### config.mk
export PLATFORM = sky130hd
export DESIGN_NAME = line_buf_ring_ctrl_flat
export DESIGN_NICKNAME = d
export VERILOG_FILES = /design/src/rtl/line_buf_ring_ctrl_pkg.sv /design/src/rtl/line_buf_ring_ctrl_if.sv /design/src/rtl/line_buf_ring_ctrl_onehot_rot.sv /design/src/rtl/line_buf_ring_ctrl.sv /design/src/flat_wrapper.sv
export SDC_FILE = /design/constraint.sdc
export NUM_CORES = 1
export LEC_CHECK = 0
export CAP_MARGIN = 30
export CORE_UTILIZATION = 58
export DETAILED_ROUTE_END_ITERATION = 7
export DONT_BUFFER_PORTS = 1
export PLACE_DENSITY_LB_ADDON = 0.12
export SETUP_SLACK_MARGIN = 0.1
export SKIP_LAST_GASP = 1
export SYNTH_ARGS = -nofsm -noshare
export SYNTH_HDL_FRONTEND = slang
export SYNTH_SLANG_ARGS = --single-unit
### constraint.sdc
create_clock -name clk_i -period 1.9 [get_ports clk_i]
set_clock_uncertainty 0.1 [all_clocks]
set_input_delay 0.285 -clock clk_i [delete_from_list [all_inputs] [get_ports clk_i]]
set_output_delay 0.285 -clock clk_i [all_outputs]
set_load 0.02 [all_outputs]
### src/rtl/line_buf_ring_ctrl_pkg.sv
// Shared types and helpers for the line-buffer ring controller.
package line_buf_ring_pkg;

   typedef enum logic [1:0] { FILL, WAIT, READ, FLUSH } ring_state_t;

   // Width of an index able to address n entries (at least one bit).
   function automatic int idx_width(input int n);
      return (n > 1) ? $clog2(n) : 1;
   endfunction

endpackage

### src/rtl/line_buf_ring_ctrl_if.sv
// Control-side bundle between the ring controller and its environment
// (input splitter handshakes on one side, line_buf bank on the other).
interface line_buf_ring_ctrl_if
   import line_buf_ring_pkg::*;
#(
   parameter int LINES_AMOUNT = 3,
   parameter int IDX_WIDTH    = idx_width(LINES_AMOUNT)
);

   logic                    in_sof_i;
   logic                    in_eol_i;
   logic                    out_ready_i;
   logic                    out_eol_i;
   logic [LINES_AMOUNT-1:0] empty_i;
   logic [LINES_AMOUNT-1:0] wr_sel_o;
   logic [LINES_AMOUNT-1:0] pop_line_o;
   logic [LINES_AMOUNT-1:0] flush_line_o;
   logic [IDX_WIDTH-1:0]    oldest_idx_o;
   logic                    window_busy_o;

   modport slave (
      input  in_sof_i, in_eol_i, out_ready_i, out_eol_i, empty_i,
      output wr_sel_o, pop_line_o, flush_line_o, oldest_idx_o, window_busy_o
   );

   modport master (
      output in_sof_i, in_eol_i, out_ready_i, out_eol_i, empty_i,
      input  wr_sel_o, pop_line_o, flush_line_o, oldest_idx_o, window_busy_o
   );

endinterface

### src/rtl/line_buf_ring_ctrl_onehot_rot.sv
// One-hot rotator: synchronous load to 'b1, then optional rotate-left by one.
// Load and enable together yield 'b10 (load first, then rotate).
module ring_onehot_rot #(
   parameter int WIDTH = 3
) (
   input  logic             i_clk,
   input  logic             i_rst,
   input  logic             i_load,
   input  logic             i_en,
   output logic [WIDTH-1:0] o_onehot
);

   localparam logic [WIDTH-1:0] ONE = WIDTH'(1);

   logic [WIDTH-1:0] r_onehot;
   logic [WIDTH-1:0] w_base;

   assign w_base = i_load ? ONE : r_onehot;

   always_ff @(posedge i_clk) begin
      // NOTE: state registers use non-blocking assignment so every flop samples pre-edge values.
      if (i_rst)
         r_onehot <= ONE;
      else if (i_load || i_en)
         r_onehot <= i_en ? {w_base[WIDTH-2:0], w_base[WIDTH-1]} : w_base;
   end

   assign o_onehot = r_onehot;

endmodule

### src/rtl/line_buf_ring_ctrl.sv
// Sequences a ring of line buffers into a sliding vertical window (control only).
// Optional statistics (lines_popped_o, stall_o) under `define LINE_BUF_RING_CTRL_STAT_EN.
module line_buf_ring_ctrl
   import line_buf_ring_pkg::*;
#(
   parameter int LINES_AMOUNT = 3,
   parameter int IDX_WIDTH    = idx_width(LINES_AMOUNT),
   parameter int CNT_WIDTH    = idx_width(LINES_AMOUNT + 1)
) (
   input  logic                  clk_i,
   input  logic                  rst_i,
   line_buf_ring_ctrl_if.slave   ring
`ifdef LINE_BUF_RING_CTRL_STAT_EN
   ,
   output logic [15:0]           lines_popped_o,
   output logic                  stall_o
`endif
);

   localparam logic [CNT_WIDTH-1:0] FILL_LAST = CNT_WIDTH'(LINES_AMOUNT - 1);
   localparam logic [IDX_WIDTH-1:0] IDX_LAST  = IDX_WIDTH'(LINES_AMOUNT - 1);

   ring_state_t             r_state;
   logic [CNT_WIDTH-1:0]    r_fill_cnt;
   logic                    r_pending;
   logic [IDX_WIDTH-1:0]    r_oldest_idx;
   logic [LINES_AMOUNT-1:0] r_pop_line;
   logic [LINES_AMOUNT-1:0] r_flush_line;
   logic                    r_window_busy;

   logic [LINES_AMOUNT-1:0] w_wr_sel;
   logic [LINES_AMOUNT-1:0] w_oldest_onehot;
   logic                    w_pop_go;
   logic                    w_oldest_adv;

   assign w_pop_go     = (r_state == WAIT) && r_pending && ring.out_ready_i
                         && (ring.empty_i == '0);
   // SOF reloads the oldest pointer, so it must not also advance it.
   assign w_oldest_adv = (r_state == FLUSH) && !ring.in_sof_i;

   ring_onehot_rot #(.WIDTH(LINES_AMOUNT)) u_wr_sel_rot (
      .i_clk    (clk_i),
      .i_rst    (rst_i),
      .i_load   (ring.in_sof_i),
      .i_en     (ring.in_eol_i),
      .o_onehot (w_wr_sel)
   );

   ring_onehot_rot #(.WIDTH(LINES_AMOUNT)) u_oldest_rot (
      .i_clk    (clk_i),
      .i_rst    (rst_i),
      .i_load   (ring.in_sof_i),
      .i_en     (w_oldest_adv),
      .o_onehot (w_oldest_onehot)
   );

   always_ff @(posedge clk_i) begin
      if (rst_i) begin
         r_state       <= FILL;
         r_fill_cnt    <= '0;
         r_pending     <= 1'b0;
         r_oldest_idx  <= '0;
         r_pop_line    <= '0;
         r_flush_line  <= '0;
         r_window_busy <= 1'b0;
      end else if (ring.in_sof_i) begin
         // A same-cycle eol is the first line of the new frame.
         r_state       <= FILL;
         r_fill_cnt    <= ring.in_eol_i ? CNT_WIDTH'(1) : '0;
         r_pending     <= ring.in_eol_i;
         r_oldest_idx  <= '0;
         r_pop_line    <= '0;
         r_flush_line  <= '0;
         r_window_busy <= 1'b0;
      end else begin
         r_pop_line   <= '0;
         r_flush_line <= '0;

         // A freshly completed line outranks the clear from a same-cycle pop.
         if (ring.in_eol_i)
            r_pending <= 1'b1;
         else if (w_pop_go)
            r_pending <= 1'b0;

         case (r_state)
            FILL: begin
               if (ring.in_eol_i) begin
                  r_fill_cnt <= r_fill_cnt + 1'b1;
                  if (r_fill_cnt == FILL_LAST)
                     r_state <= WAIT;
               end
            end
            WAIT: begin
               if (w_pop_go) begin
                  r_pop_line    <= '1;
                  r_window_busy <= 1'b1;
                  r_state       <= READ;
               end
            end
            READ: begin
               if (ring.out_eol_i) begin
                  r_flush_line  <= w_oldest_onehot;
                  r_window_busy <= 1'b0;
                  r_state       <= FLUSH;
               end
            end
            FLUSH: begin
               r_oldest_idx <= (r_oldest_idx == IDX_LAST) ? '0 : r_oldest_idx + 1'b1;
               r_state      <= WAIT;
            end
            default: r_state <= FILL;
         endcase
      end
   end

   assign ring.wr_sel_o      = w_wr_sel;
   assign ring.pop_line_o    = r_pop_line;
   assign ring.flush_line_o  = r_flush_line;
   assign ring.oldest_idx_o  = r_oldest_idx;
   assign ring.window_busy_o = r_window_busy;

`ifdef LINE_BUF_RING_CTRL_STAT_EN
   logic [15:0] r_lines_popped;

   always_ff @(posedge clk_i) begin
      if (rst_i || ring.in_sof_i)
         r_lines_popped <= '0;
      else if (w_pop_go && (r_lines_popped != 16'hFFFF))
         r_lines_popped <= r_lines_popped + 1'b1;
   end

   assign lines_popped_o = r_lines_popped;
   assign stall_o        = (r_state == WAIT) && r_pending && !ring.out_ready_i;
`endif

endmodule

### src/flat_wrapper.sv
// flat-port wrapper written by rule: the top's interface ports become plain ports
module line_buf_ring_ctrl_flat import line_buf_ring_pkg::*;
#(
   parameter int LINES_AMOUNT = 3,
   parameter int IDX_WIDTH    = idx_width(LINES_AMOUNT),
   parameter int CNT_WIDTH    = idx_width(LINES_AMOUNT + 1)
)
  (clk_i, rst_i, ring_in_sof_i, ring_in_eol_i, ring_out_ready_i, ring_out_eol_i, ring_empty_i, ring_wr_sel_o, ring_pop_line_o, ring_flush_line_o, ring_oldest_idx_o, ring_window_busy_o);
  line_buf_ring_ctrl_if #(.LINES_AMOUNT(LINES_AMOUNT), .IDX_WIDTH(IDX_WIDTH)) ring_i ();
  input  logic clk_i;
  input  logic rst_i;
  input wire logic [$bits(ring_i.in_sof_i)-1:0] ring_in_sof_i;
  input wire logic [$bits(ring_i.in_eol_i)-1:0] ring_in_eol_i;
  input wire logic [$bits(ring_i.out_ready_i)-1:0] ring_out_ready_i;
  input wire logic [$bits(ring_i.out_eol_i)-1:0] ring_out_eol_i;
  input wire logic [$bits(ring_i.empty_i)-1:0] ring_empty_i;
  output wire logic [$bits(ring_i.wr_sel_o)-1:0] ring_wr_sel_o;
  output wire logic [$bits(ring_i.pop_line_o)-1:0] ring_pop_line_o;
  output wire logic [$bits(ring_i.flush_line_o)-1:0] ring_flush_line_o;
  output wire logic [$bits(ring_i.oldest_idx_o)-1:0] ring_oldest_idx_o;
  output wire logic [$bits(ring_i.window_busy_o)-1:0] ring_window_busy_o;
  assign ring_i.in_sof_i = ring_in_sof_i;
  assign ring_i.in_eol_i = ring_in_eol_i;
  assign ring_i.out_ready_i = ring_out_ready_i;
  assign ring_i.out_eol_i = ring_out_eol_i;
  assign ring_i.empty_i = ring_empty_i;
  assign ring_wr_sel_o = ring_i.wr_sel_o;
  assign ring_pop_line_o = ring_i.pop_line_o;
  assign ring_flush_line_o = ring_i.flush_line_o;
  assign ring_oldest_idx_o = ring_i.oldest_idx_o;
  assign ring_window_busy_o = ring_i.window_busy_o;
  line_buf_ring_ctrl #(.LINES_AMOUNT(LINES_AMOUNT), .IDX_WIDTH(IDX_WIDTH), .CNT_WIDTH(CNT_WIDTH)) u_core (.clk_i(clk_i), .rst_i(rst_i), .ring(ring_i));
endmodule
==> Yosys cells after proc, flatten, opt, wreduce, memory -nomap -nowiden <==
Index checks and enable logic that the tools add are counted.
{ "word_totals": {"ff_bits": 20, "input_bits": 9, "output_inout_bits": 12, "wordCells": 63} }
{ "classes": {"addsub": 2, "eq_ne": 9, "n_mux": 21, "bitwise_logic": 3, "n_reduce_logical": 19} }
{ "op_table": {"columns": ["operator", "count"], "rows": [
  ["$mux 2", 8],
  ["$mux 3", 5],
  ["$eq 2x2->1 const B", 4],
  ["$pmux 2 s4", 1],
  ["$mux 1", 6],
  ["$reduce_bool 2->1", 3],
  ["$add 2x1->2 const B", 2],
  ["$logic_and 1x1->1", 4],
  ["$ne 2x1->1 const B", 2],
  ["$ne 2x2->1 const B", 2],
  ["$reduce_and 4->1", 1],
  ["$reduce_or 4->1", 1],
  ["$logic_not 3->1", 1],
  ["$not 1->1", 3],
  ["$reduce_and 3->1", 1],
  ["$reduce_bool 3->1", 1],
  ["$reduce_or 3->1", 1],
  ["$eq 2x1->1 const B", 1],
  ["$logic_not 2->1", 1],
  ["$logic_or 1x1->1", 2],
  ["$pmux 1 s2", 1],
  ["$reduce_and 2->1", 1],
  ["$reduce_or 2->1", 1],
  ["$logic_not 1->1", 1]
]} }

==> Longest topological paths before layout <==
Gate-level depths: netlist (run 1).
{ "depth": {"ltp_word": 7, "depth_mapped": 6, "depth_no_buf": 6} }

==> Cells and area by module <==
Synthesis (run 1) repeated with hierarchy kept, for this count alone.
{ "hier_totals": {"hier_cells": 88, "hier_area_um2": 814.5} }
{ "modules_own_cells": {"columns": ["module", "instances", "cells_per_inst", "area_per_inst_um2", "seq_area_each_um2"], "rows": [
  ["line_buf_ring_ctrl", 1, 64, 581.8, 240.2],
  ["ring_onehot_rot", 2, 12, 116.4, 60.1]
]} }

==> Least setup slack after synthesis (run 1) <==
Ideal clock, no wire load.
{ "synth_timing": {"path_type": "reg2reg", "from": "register u_core.r_state[0]", "to": "register u_core.r_state[0]", "setup_time_ns": 0.117, "t_arrival_ns": 1.283, "t_required_ns": 1.683, "setup_slack_ns": 0.399, "stages_incl_launch_ff": 7, "path_buffers": 0, "synth_period_minus_slack_ns": 1.501, "path_cell_list": "dfxtp_1 > inv_1 > ha_1 > nor2b_1 > a21oi_1 > nand2_1 > a32o_1"} }
{ "synth_between": {"elab_chain_cells": 6, "elab_cells_between_ends": 13, "classes_between": "7 x eq/ne; 1 x mux; 5 x reduce/logical"} }
{ "synth_lines": {"columns": ["element", "line", "text"], "rows": [
  ["start: declaration", "line_buf_ring_ctrl.sv:23", "ring_state_t r_state;"],
  ["start signal: assignment", "line_buf_ring_ctrl.sv:59", "r_state <= FILL;"],
  ["start signal: assignment", "line_buf_ring_ctrl.sv:68", "r_state <= FILL;"],
  ["start signal: assignment", "line_buf_ring_ctrl.sv:90", "r_state <= WAIT;"],
  ["$eq 2x1->1", "line_buf_ring_ctrl.sv:36, line_buf_ring_ctrl.sv:85", null],
  ["$logic_and 1x1->1 (2 in a row)", "line_buf_ring_ctrl.sv:36", "assign w_pop_go = (r_state == WAIT) && r_pending && ring.out_ready_i"],
  ["$logic_and 1x1->1", "line_buf_ring_ctrl.sv:37", "&& (ring.empty_i == '0);"],
  ["$ne 2x1->1 (no line)", null, null],
  ["$reduce_and 4->1 (no line)", null, null]
]} }
Several ways; a longest one is shown, not always the timed one.
A chain may end at the register's enable or synchronous reset.

==> Worst setup path after layout (run 1) <==
Same ends and word-level chain as after synthesis.

==> parameters.txt, run 1 <==
Parameter                              Value

Clocking
  Clock transition at the registers of the reported paths    0.11 ns
  Total setup buffers inserted after CTS    0
  Clk buf depth    2
  Clock tree from TritonCTS    built
  Total number of clock tree sinks    18
  Latest clock arrival within the worst-skew pair    0.29 ns
  Number of buffers added by the clock tree synthesis step    3
  H-Tree Level Count    1
  Master cell of the clock root buffer    clkbuf_4

Routing
  Average detailed-routed wire length per instance    13.15 µm
  Iteration-0 DRC Markers    12
  Post-detailed-route count of antenna-violating nets    0
  Total via count after detailed routing    576
  Total length of routed wires    1341 µm
  Mean number of vias per cell    5.647
  Post-detailed-route DRC marker count    0
  Drt first pass iters    3

Outcome
  Result of the run    complete, no violations

Critical path
  Cell family with the largest share of critical-path delay    compound AO/OA/AOI/OAI gates
  Endpoint type of the worst setup path    register
  Sort of element at the start of the critical path    register
  Endpoint required time on the critical path    2.00 ns
  List of cells traversed by the critical path    inv_1 > ha_1 > nor2b_1 > a21oi_1 > nand2_1 > a32o_1
  Max stage delay cell, worst path    dfxtp_1
  Top fanout value on the critical path    5
  Largest stage delay on the critical path    0.41 ns
  Critical path class    reg2reg
  Count of buffering cells on the critical path with inverters included    1
  Arrival time at the worst endpoint    1.78 ns

Power and ir drop
  Leakage dissipation    0.0003232 µW
  Peak VDD IR    0.4562 mV
  Pwr Density    782.4 nW/µm²

Final layout
  Post-layout nets    102
  Layout cells sized above 1    8.046%
  FILL cells    115
  Final antenna diode count    0
  Area Growth Syn to Fin    3.369%

Placed design
  Final estimated routing congestion in global placement    0.6679
  Estimated wirelength of the detail-placed design    964.5 µm
  # port buffers    0

Timing
  Hold violation total from the final report    0
  Least-Margin Pin Slew    0.5640 ns
  Post-route worst hold slack    0.01236 ns
  Final number of setup-violating endpoints    0
  Relative slew slack    62.35%
  Max Transition Viols Final    0
  Share of the clock period used by the worst path    88.53%
  Sum of negative setup slack    0 ns
  Time the worst path needs with I/O delays and setup    1.682 ns
  Maximum operating frequency    594.5 MHz
  Unrepaired setup endpoints after global routing    no

Min path
  Type of the worst min-delay path    in2reg

Floorplanning
  Effective utilization at floorplan    62.79%
  Area of the core    1301 µm²
  DIE AREA    1563 µm²
  Overall die width    39.53 µm
  Overall die height    39.53 µm
  Standard-cell row count    13
  Number of placed I/O pins    21

GRT
  Global-route wire length before repair    2035 µm
  Aggregate global routing overflow    0
  Maximum number of pins on one net before global-route repair    12
  All-layer global routing usage    20.07%
  Number of antenna violations at the first check in global routing    0
  Via count of the first global-routing pass    500

Synthesis
  Total number of yosys warnings    0
  Number of synthesized register bits    18
  Avg Synthesized Cell Area    9.391 µm²
  Total nets after synthesis    101
  Synth cell types    28
  Count of mapped cells out of synthesis    87
  Post-synthesis sequential area ratio    44.10%
  Post-synthesis instance area    817.0 µm²

Job
  Count of maximum capacitance violations    0
## timing repair
| item | 4_1_cts | 5_1_grt |
|---|---|---|
| hold endpoints to repair | 4 | 0 |
| gates resized for setup | 0 | 0 |
| hold buffers | 2 | 0 |
## Yosys cell counts (all sizes together)
cell type	instances	area, µm²
o221ai	1	8.760
nand2	7	26.28
nand3	1	5.000
and4	3	26.28
nor2	11	41.29
a21oi	8	40.04
a311oi	1	15.01
mux2i	5	50.05
or3b	1	8.760
nand4bb	1	11.26
o21ai	3	18.77
ha	5	62.56
a32o	1	10.01
inv	5	18.77
and3	1	6.260
o21a	1	7.510
or2	1	6.260
buf	6	47.54
nor3	1	5.000
a21o	1	7.510
dfxtp	18	360.4
nor2b	2	12.51
nand2b	1	6.260
a31o	1	8.760
a31oi	1	6.260
## worst paths after layout
check	startpoint	to	slack (ns)	cells past startpoint
worst max-delay path	u_core.r_state[0]	u_core.r_state[0]	0.22	6
worst min-delay path	ring_in_eol_i	u_core.r_pending	0.01	1
worst max register to register	u_core.r_state[0]	u_core.r_state[0]	0.22	6
worst min register to register	u_core.r_fill_cnt[0]	u_core.r_fill_cnt[0]	0.39	2
## layout by cell type, fill, tap and decap left out, types with 2 or more instances in the layout
cell           netlist  layout
nor2b_1              2       2
o21ai_0              2       2
dlygate4sd3_1        0       2
nor2_1              11      11
nand2_1              7       7
clkbuf_4             0       3
dfxtp_1             18      18
and4_1               3       3
a21oi_1              8       8
inv_1                5       5
ha_1                 5       5
mux2i_1              5       5
## area by class of cell
cell class              count  area (µm²)  area share, %
multi-input cells          58       390.4          46.22
flip-flops and latches     18       360.3          42.67
clock buffers               4       36.28          4.296
repair buffers              2       20.02          2.370
inverters                   5       18.77          2.222
well taps                  15       18.77          2.222
## through the flow
step / util [%] / cells / instance area (µm²) / total power [µW] / worst slack, ns
3_3_place_gp: 60.58 / 96 / 788.3 / 432.5 / 0.3253
6_report: 64.90 / 102 / 844.6 / 660.8 / 0.2180
3_5_place_dp: 60.58 / 96 / 788.3 / 433.7 / 0.2265
4_1_cts: 64.90 / 102 / 844.6 / 672.3 / 0.2173
2_1_floorplan: - / 87 / 817.0 / 436.6 / 0.3992
5_1_grt: 64.90 / 102 / 844.6 / 687.9 / 0.1285
## registers in the layout, indices dropped and copies added, names as in the netlist
register                      count
u_core.r_fill_cnt                 2
u_core.r_pending                  1
u_core.r_state                    2
u_core.ring.flush_line_o          3
u_core.ring.oldest_idx_o          2
u_core.ring.pop_line_o            1
u_core.ring.window_busy_o         1
u_core.u_oldest_rot.o_onehot      3
u_core.u_wr_sel_rot.o_onehot      3
## report_power, final
group | internal, µW | switching [µW] | leakage [µW]
combinational | 16.8 | 17.7 | 0.000156
clock | 117 | 115 | 0.0000210
sequential | 385 | 9.47 | 0.000146
total | 518 | 142 | 0.000323
## routing by layer
metal | vias up | global-route usage (%) | share of wire (%)
met5 | - | 0 | 0
met3 | 2 | 3.977 | 3.0
met2 | 10 | 31.15 | 46
met1 | 267 | 24.83 | 50
li1 | 297 | - | -
met4 | 0 | 12.93 | 1.0
## cell families after synthesis
logic type                 count (synthesis)  share of synthesized area [%]
buffers and inverters                     11                          8.116
muxes                                      5                          6.126
and+or+nand+nor                           30                          18.99
DFF                                       18                          44.10
AOI/OAI and AO/OA                         18                          15.01
adders and majority gates                  5                          7.657
Note: power is estimated with default switching activity, not from simulation.
==> inputs of run 2 (changes only) <==
--- a/config.mk
+++ b/config.mk
@@ -9,6 +9,7 @@
 export CORE_UTILIZATION = 58
 export DETAILED_ROUTE_END_ITERATION = 7
 export DONT_BUFFER_PORTS = 1
+export GPL_TIMING_DRIVEN = 0
 export PLACE_DENSITY_LB_ADDON = 0.12
 export SETUP_SLACK_MARGIN = 0.1
 export SKIP_LAST_GASP = 1
==> run 2 against run 1 <==
Compared with the run above:
- die area did not move
- sequential cell count did not move
- via count rose by 2.8%
- sequential share of layout area fell by 2.0 points
- total power rose by 1.5%
- first-iteration DRC count fell by 25%
==> parameters.txt, run 2 (synthesis gave the netlist of run 1 again) <==
Parameter                              Value

Timing
  Share of the clock period used by the worst path    83.61%
  Hold violation total from the final report    0
  Final number of setup-violating endpoints    0
  Sum of negative setup slack    0 ns
  Max Transition Viols Final    0
  Least-Margin Pin Slew    0.4164 ns
  Unrepaired setup endpoints after global routing    no
  Maximum operating frequency    629.5 MHz
  Relative slew slack    72.14%
  Smallest setup slack after layout    0.3113 ns
  Time the worst path needs with I/O delays and setup    1.589 ns

Placed design
  Estimated wirelength of the detail-placed design    981.7 µm
  Worst slack after detailed placement    0.2411 ns
  # port buffers    0
  Final estimated routing congestion in global placement    0.6585

Outcome
  Result of the run    complete, no violations

Routing
  Post-detailed-route DRC marker count    0
  Drt first pass iters    4
  Post-detailed-route count of antenna-violating nets    0
  Total length of routed wires    1381 µm
  Average detailed-routed wire length per instance    12.91 µm
  Total via count after detailed routing    592
  Mean number of vias per cell    5.533
  Iteration-0 DRC Markers    9

Clocking
  H-Tree Level Count    1
  Clock transition at the registers of the reported paths    0.11 ns
  Total number of clock tree sinks    18
  Clk buf depth    2
  Latest clock arrival within the worst-skew pair    0.29 ns
  Number of buffers added by the clock tree synthesis step    3
  Master cell of the clock root buffer    clkbuf_4
  Clock tree from TritonCTS    built

Critical path
  Arrival time at the worst endpoint    1.68 ns
  Launch point of the critical path    u_core.r_state[0]
  Max stage delay cell, worst path    dfxtp_1
  Largest stage delay on the critical path    0.39 ns
  List of cells traversed by the critical path    inv_1 > ha_1 > nor2b_1 > a21oi_2 > nand2_1 > a32o_1
  Endpoint required time on the critical path    1.99 ns
  Critical path class    reg2reg
  Sort of element at the start of the critical path    register
  Top fanout value on the critical path    5
  Endpoint type of the worst setup path    register
  Launching point of the worst reg2reg path    u_core.r_state[0]

Final layout
  Most common cell after layout, fill and taps aside    dfxtp_1
  FILL cells    108
  Post-layout nets    107
  Area Growth Syn to Fin    8.423%
  Multi-input gate area in the final layout    394.1 µm²
  Top library cells by usage in the layout, fill and taps aside    18 x dfxtp_1, 11 x nor2_1, 7 x nand2_1, 7 x a21oi_1
  Area occupied by registers    360.3 µm²
  Final antenna diode count    0
  Layout cells sized above 1    15.22%

Floorplanning
  Overall die height    39.53 µm
  Area of the core    1301 µm²
  Effective utilization at floorplan    62.79%
  DIE AREA    1563 µm²
  Number of placed I/O pins    21
  Standard-cell row count    13
  Overall die width    39.53 µm

Power and ir drop
  Leakage dissipation    0.0003515 µW
  Pwr Density    756.9 nW/µm²
  Peak VDD IR    0.4086 mV
  Final Total Pwr    670.5 µW

Min path
  Hold path startpoint    ring_out_eol_i
  Type of the worst min-delay path    in2reg

GRT
  Via count of the first global-routing pass    467
  Aggregate global routing overflow    0
  Number of antenna violations at the first check in global routing    0
  Maximum number of pins on one net before global-route repair    11
  Global-route wire length before repair    2049 µm
  All-layer global routing usage    20.09%

Job
  Count of maximum capacitance violations    0
==> run 2: cell count changes in the layout (fill, tap and decap cells not counted) <==
cell           delta
a21oi_2           +1
buf_2             +2
a21oi_1           -1
dlygate4sd3_1     -1
buf_6             +2
buf_4             +2
==> run 2: worst paths after layout <==
check	end	slack (ns)	cells past startpoint
setup / recovery	u_core.r_state[0]	0.31	6
hold / removal	u_core.ring.flush_line_o[0]	0.08	1
setup reg to reg	u_core.r_state[0]	0.31	6
hold reg to reg	u_core.r_fill_cnt[0]	0.39	2
==> run 2: layout make-up <==
class                           instances  share of cell area (%)
Multi-Input combinational cell         58                   44.49
Sequential cell                        18                   40.68
Buffer                                  6                   5.367
Clock buffer                            4                   4.096
Inverter                                5                   2.119
Tap cell                               15                   2.119
Timing Repair Buffer                    1                   1.130
==> run 2: worst max-delay path: cells and delay by family, from the launching register on <==
kind	cells	cell delay [ns]
buf+inv	1	0.08
compound gates	2	0.44
fa+ha+maj	1	0.25
flops	1	0.39
simple gates	2	0.23
==> run 2: report_power, final <==
group	internal [µW]	switching, µW
logic	20.4	23.6
clock network	117	115
registers	385	9.71
==> run 2: what timing repair did <==
action / in CTS / in global routing
hold endpoints to repair: 3 / 0
setup buffers: 0 / 0
gates resized for setup: 0 / 1
endpoints found under the setup margin: 0 / 1
hold buffers: 1 / 0
==> run 2: stage by stage <==
step	hold WS, ns	utilization (%)	cell area (µm²)	std cells
floorplan	0.2541	-	817.0	87
global placement	0.2569	64.23	835.8	102
CTS	0.06561	67.79	882.1	107
finish	0.07749	68.08	885.9	107
global route	0.07601	68.08	885.9	107
detailed placement	0.2585	64.23	835.8	102
==> run 2: routing by layer <==
layer  part of all wire [%]  track usage [%]  wire length (µm)  vias to the layer above
met3                    2.2            3.409                31                        2
met2                     48            33.20               661                        6
met1                     49            23.45               675                      271
met4                   0.87            12.93                12                        0
met5                      0                0                 0                        -
li1                       -                -                 -                      313
==> inputs of run 3 (changes only) <==
--- a/config.mk
+++ b/config.mk
@@ -6,7 +6,7 @@
 export NUM_CORES = 1
 export LEC_CHECK = 0
 export CAP_MARGIN = 30
-export CORE_UTILIZATION = 58
+export CORE_UTILIZATION = 53
 export DETAILED_ROUTE_END_ITERATION = 7
 export DONT_BUFFER_PORTS = 1
 export GPL_TIMING_DRIVEN = 0
==> constraint.sdc (replaced) <==
create_clock -name clk_i -period 1.28 [get_ports clk_i]
set_clock_uncertainty 0.1 [all_clocks]
set_input_delay 0.192 -clock clk_i [delete_from_list [all_inputs] [get_ports clk_i]]
set_output_delay 0.192 -clock clk_i [all_outputs]
set_load 0.02 [all_outputs]
==> run 3 against run 2 <==
Compared with the run above:
- the run now ends with setup timing left
- critical path depth is the same
- non-clock buffer count increased by 5
- core utilization increased by 7.1 points
- critical path type unchanged
- critical endpoint unchanged
- largest cell class unchanged
- highest routed layer unchanged
==> parameters.txt, run 3 (synthesis gave the netlist of run 1 again) <==
Parameter                              Value

Timing
  Max Transition Viols Final    0
  Share of the clock period used by the worst path    103.2%
  Post-route worst hold slack    0.01435 ns
  Final number of setup-violating endpoints    2
  Relative slew slack    77.95%
  Hold violation total from the final report    0
  Least-Margin Pin Slew    0.3303 ns
  Unrepaired setup endpoints after global routing    yes
  Sum of negative setup slack    -0.05797 ns
  Smallest setup slack after layout    -0.04121 ns
  Time the worst path needs with I/O delays and setup    1.321 ns
  Maximum operating frequency    756.9 MHz

Outcome
  Failing checks    setup timing
  Result of the run    complete, but fails checks

Final layout
  Summed area of non-filler cells in the final layout    1027 µm²
  Layout cells sized above 1    37.50%
  Final antenna diode count    0
  Post-layout nets    112
  Top library cells by usage in the layout, fill and taps aside    12 x dfxtp_1, 9 x nor2_1, 7 x a21oi_1
  Most common cell after layout, fill and taps aside    dfxtp_1
  Number of non-filler instances in the completed layout    111
  Area Growth Syn to Fin    25.73%

Routing
  Drt first pass iters    4
  Average detailed-routed wire length per instance    13.95 µm
  Mean number of vias per cell    5.784
  Post-detailed-route DRC marker count    0
  Total via count after detailed routing    642
  Iteration-0 DRC Markers    7
  Total length of routed wires    1548 µm
  Post-detailed-route count of antenna-violating nets    0

Placed design
  Worst slack after detailed placement    -0.07820 ns
  Total placed cells including tap cells    102
  Area post-placement    864.6 µm²
  Estimated wirelength of the detail-placed design    974.8 µm
  # port buffers    0
  Final estimated routing congestion in global placement    0.7050

GRT
  Maximum number of pins on one net before global-route repair    11
  All-layer global routing usage    19.44%
  Via count of the first global-routing pass    522
  Number of antenna violations at the first check in global routing    0
  Global-route wire length before repair    2139 µm
  Aggregate global routing overflow    0

Clocking
  H-Tree Level Count    1
  Clock tree from TritonCTS    built
  Latest clock arrival within the worst-skew pair    0.29 ns
  Master cell of the clock root buffer    clkbuf_4
  Total number of clock tree sinks    18
  Clock transition at the registers of the reported paths    0.10 ns
  Number of buffers added by the clock tree synthesis step    3
  Clk buf depth    2

Floorplanning
  Number of placed I/O pins    21
  Overall die width    41.26 µm
  Effective utilization at floorplan    59.80%
  DIE AREA    1702 µm²
  Area of the core    1366 µm²
  Standard-cell row count    13
  Overall die height    41.26 µm

Power and ir drop
  Peak VDD IR    0.7334 mV
  Pwr Density    919.2 nW/µm²
  Leakage dissipation    0.0003896 µW

Critical path
  Top fanout value on the critical path    4
  R2R Setup Slk    -0.04 ns
  Max stage delay cell, worst path    dfxtp_4
  Launching point of the worst reg2reg path    u_core.r_state[0]
  Arrival time at the worst endpoint    1.41 ns
  Endpoint type of the worst setup path    register
  Launch point of the critical path    u_core.r_state[0]
  Largest stage delay on the critical path    0.38 ns
  Critical path class    reg2reg
  Sort of element at the start of the critical path    register
  List of cells traversed by the critical path    inv_4 > ha_4 > nor2b_4 > a21oi_4 > nand2_1 > a32o_1
  Endpoint required time on the critical path    1.37 ns

Min path
  Hold path startpoint    ring_empty_i[2]
  Type of the worst min-delay path    in2reg

Job
  Count of maximum capacitance violations    0
run 3: per-stage QoR:
stage / power, µW / utilization (%)
2_1_floorplan: 649.4 / -
3_3_place_gp: 659.2 / 63.28
3_5_place_dp: 660.9 / 63.28
4_1_cts: 945.0 / 71.98
5_1_grt: 985.9 / 75.18
6_report: 944.2 / 75.18
run 3: final timing paths:
| kind | to | cells past startpoint |
|---|---|---|
| min | u_core.ring.pop_line_o[1] | 2 |
| min reg2reg | u_core.r_fill_cnt[0] | 2 |
| max | u_core.r_state[0] | 6 |
| max reg2reg | u_core.r_state[0] | 6 |
run 3: timing repair:
| action | in CTS | in global routing |
|---|---|---|
| gates resized for setup | 15 | 11 |
| buffers inserted | 2 | 1 |
| pin swaps | 1 | 5 |
| hold buffers | 3 | 0 |
| endpoints found under the setup margin | 7 | 17 |
| endpoints found under the hold margin | 8 | 0 |
run 3: report_power, final:
part           internal (µW)  leakage (µW)  switching [µW]  total (µW)
Combinational           42.1      0.000226            41.0        83.2
Clock                    109     0.0000138             169         278
Sequential               567      0.000150            15.9         583
run 3: routing by layer:
| metal | vias to the layer above | wire, µm | track usage [%] |
|---|---|---|---|
| li1 | 319 | - | - |
| met1 | 291 | 667 | 24.10 |
| met2 | 28 | 764 | 31.25 |
| met3 | 4 | 102 | 5.978 |
| met4 | 0 | 14 | 7.258 |
| met5 | - | 0 | 0 |
run 3: worst max-delay path: cells and delay by family, from the launching register on:
kind	cells	cell delay, ns
AOI/OAI and AO/OA	2	0.35
adders and majority gates	1	0.15
buffers and inverters	1	0.05
DFF	1	0.38
and+or+nand+nor	2	0.19
run 3: cell type report:
cell class / count / area, µm²
fillers: 97 / 339.1
flip-flops and latches: 18 / 375.4
clock buffers: 3 / 22.52
plain buffers: 6 / 53.80
inverters: 5 / 26.28
well taps: 15 / 18.77
multi-input cells: 58 / 478.0
repair buffers: 6 / 52.55
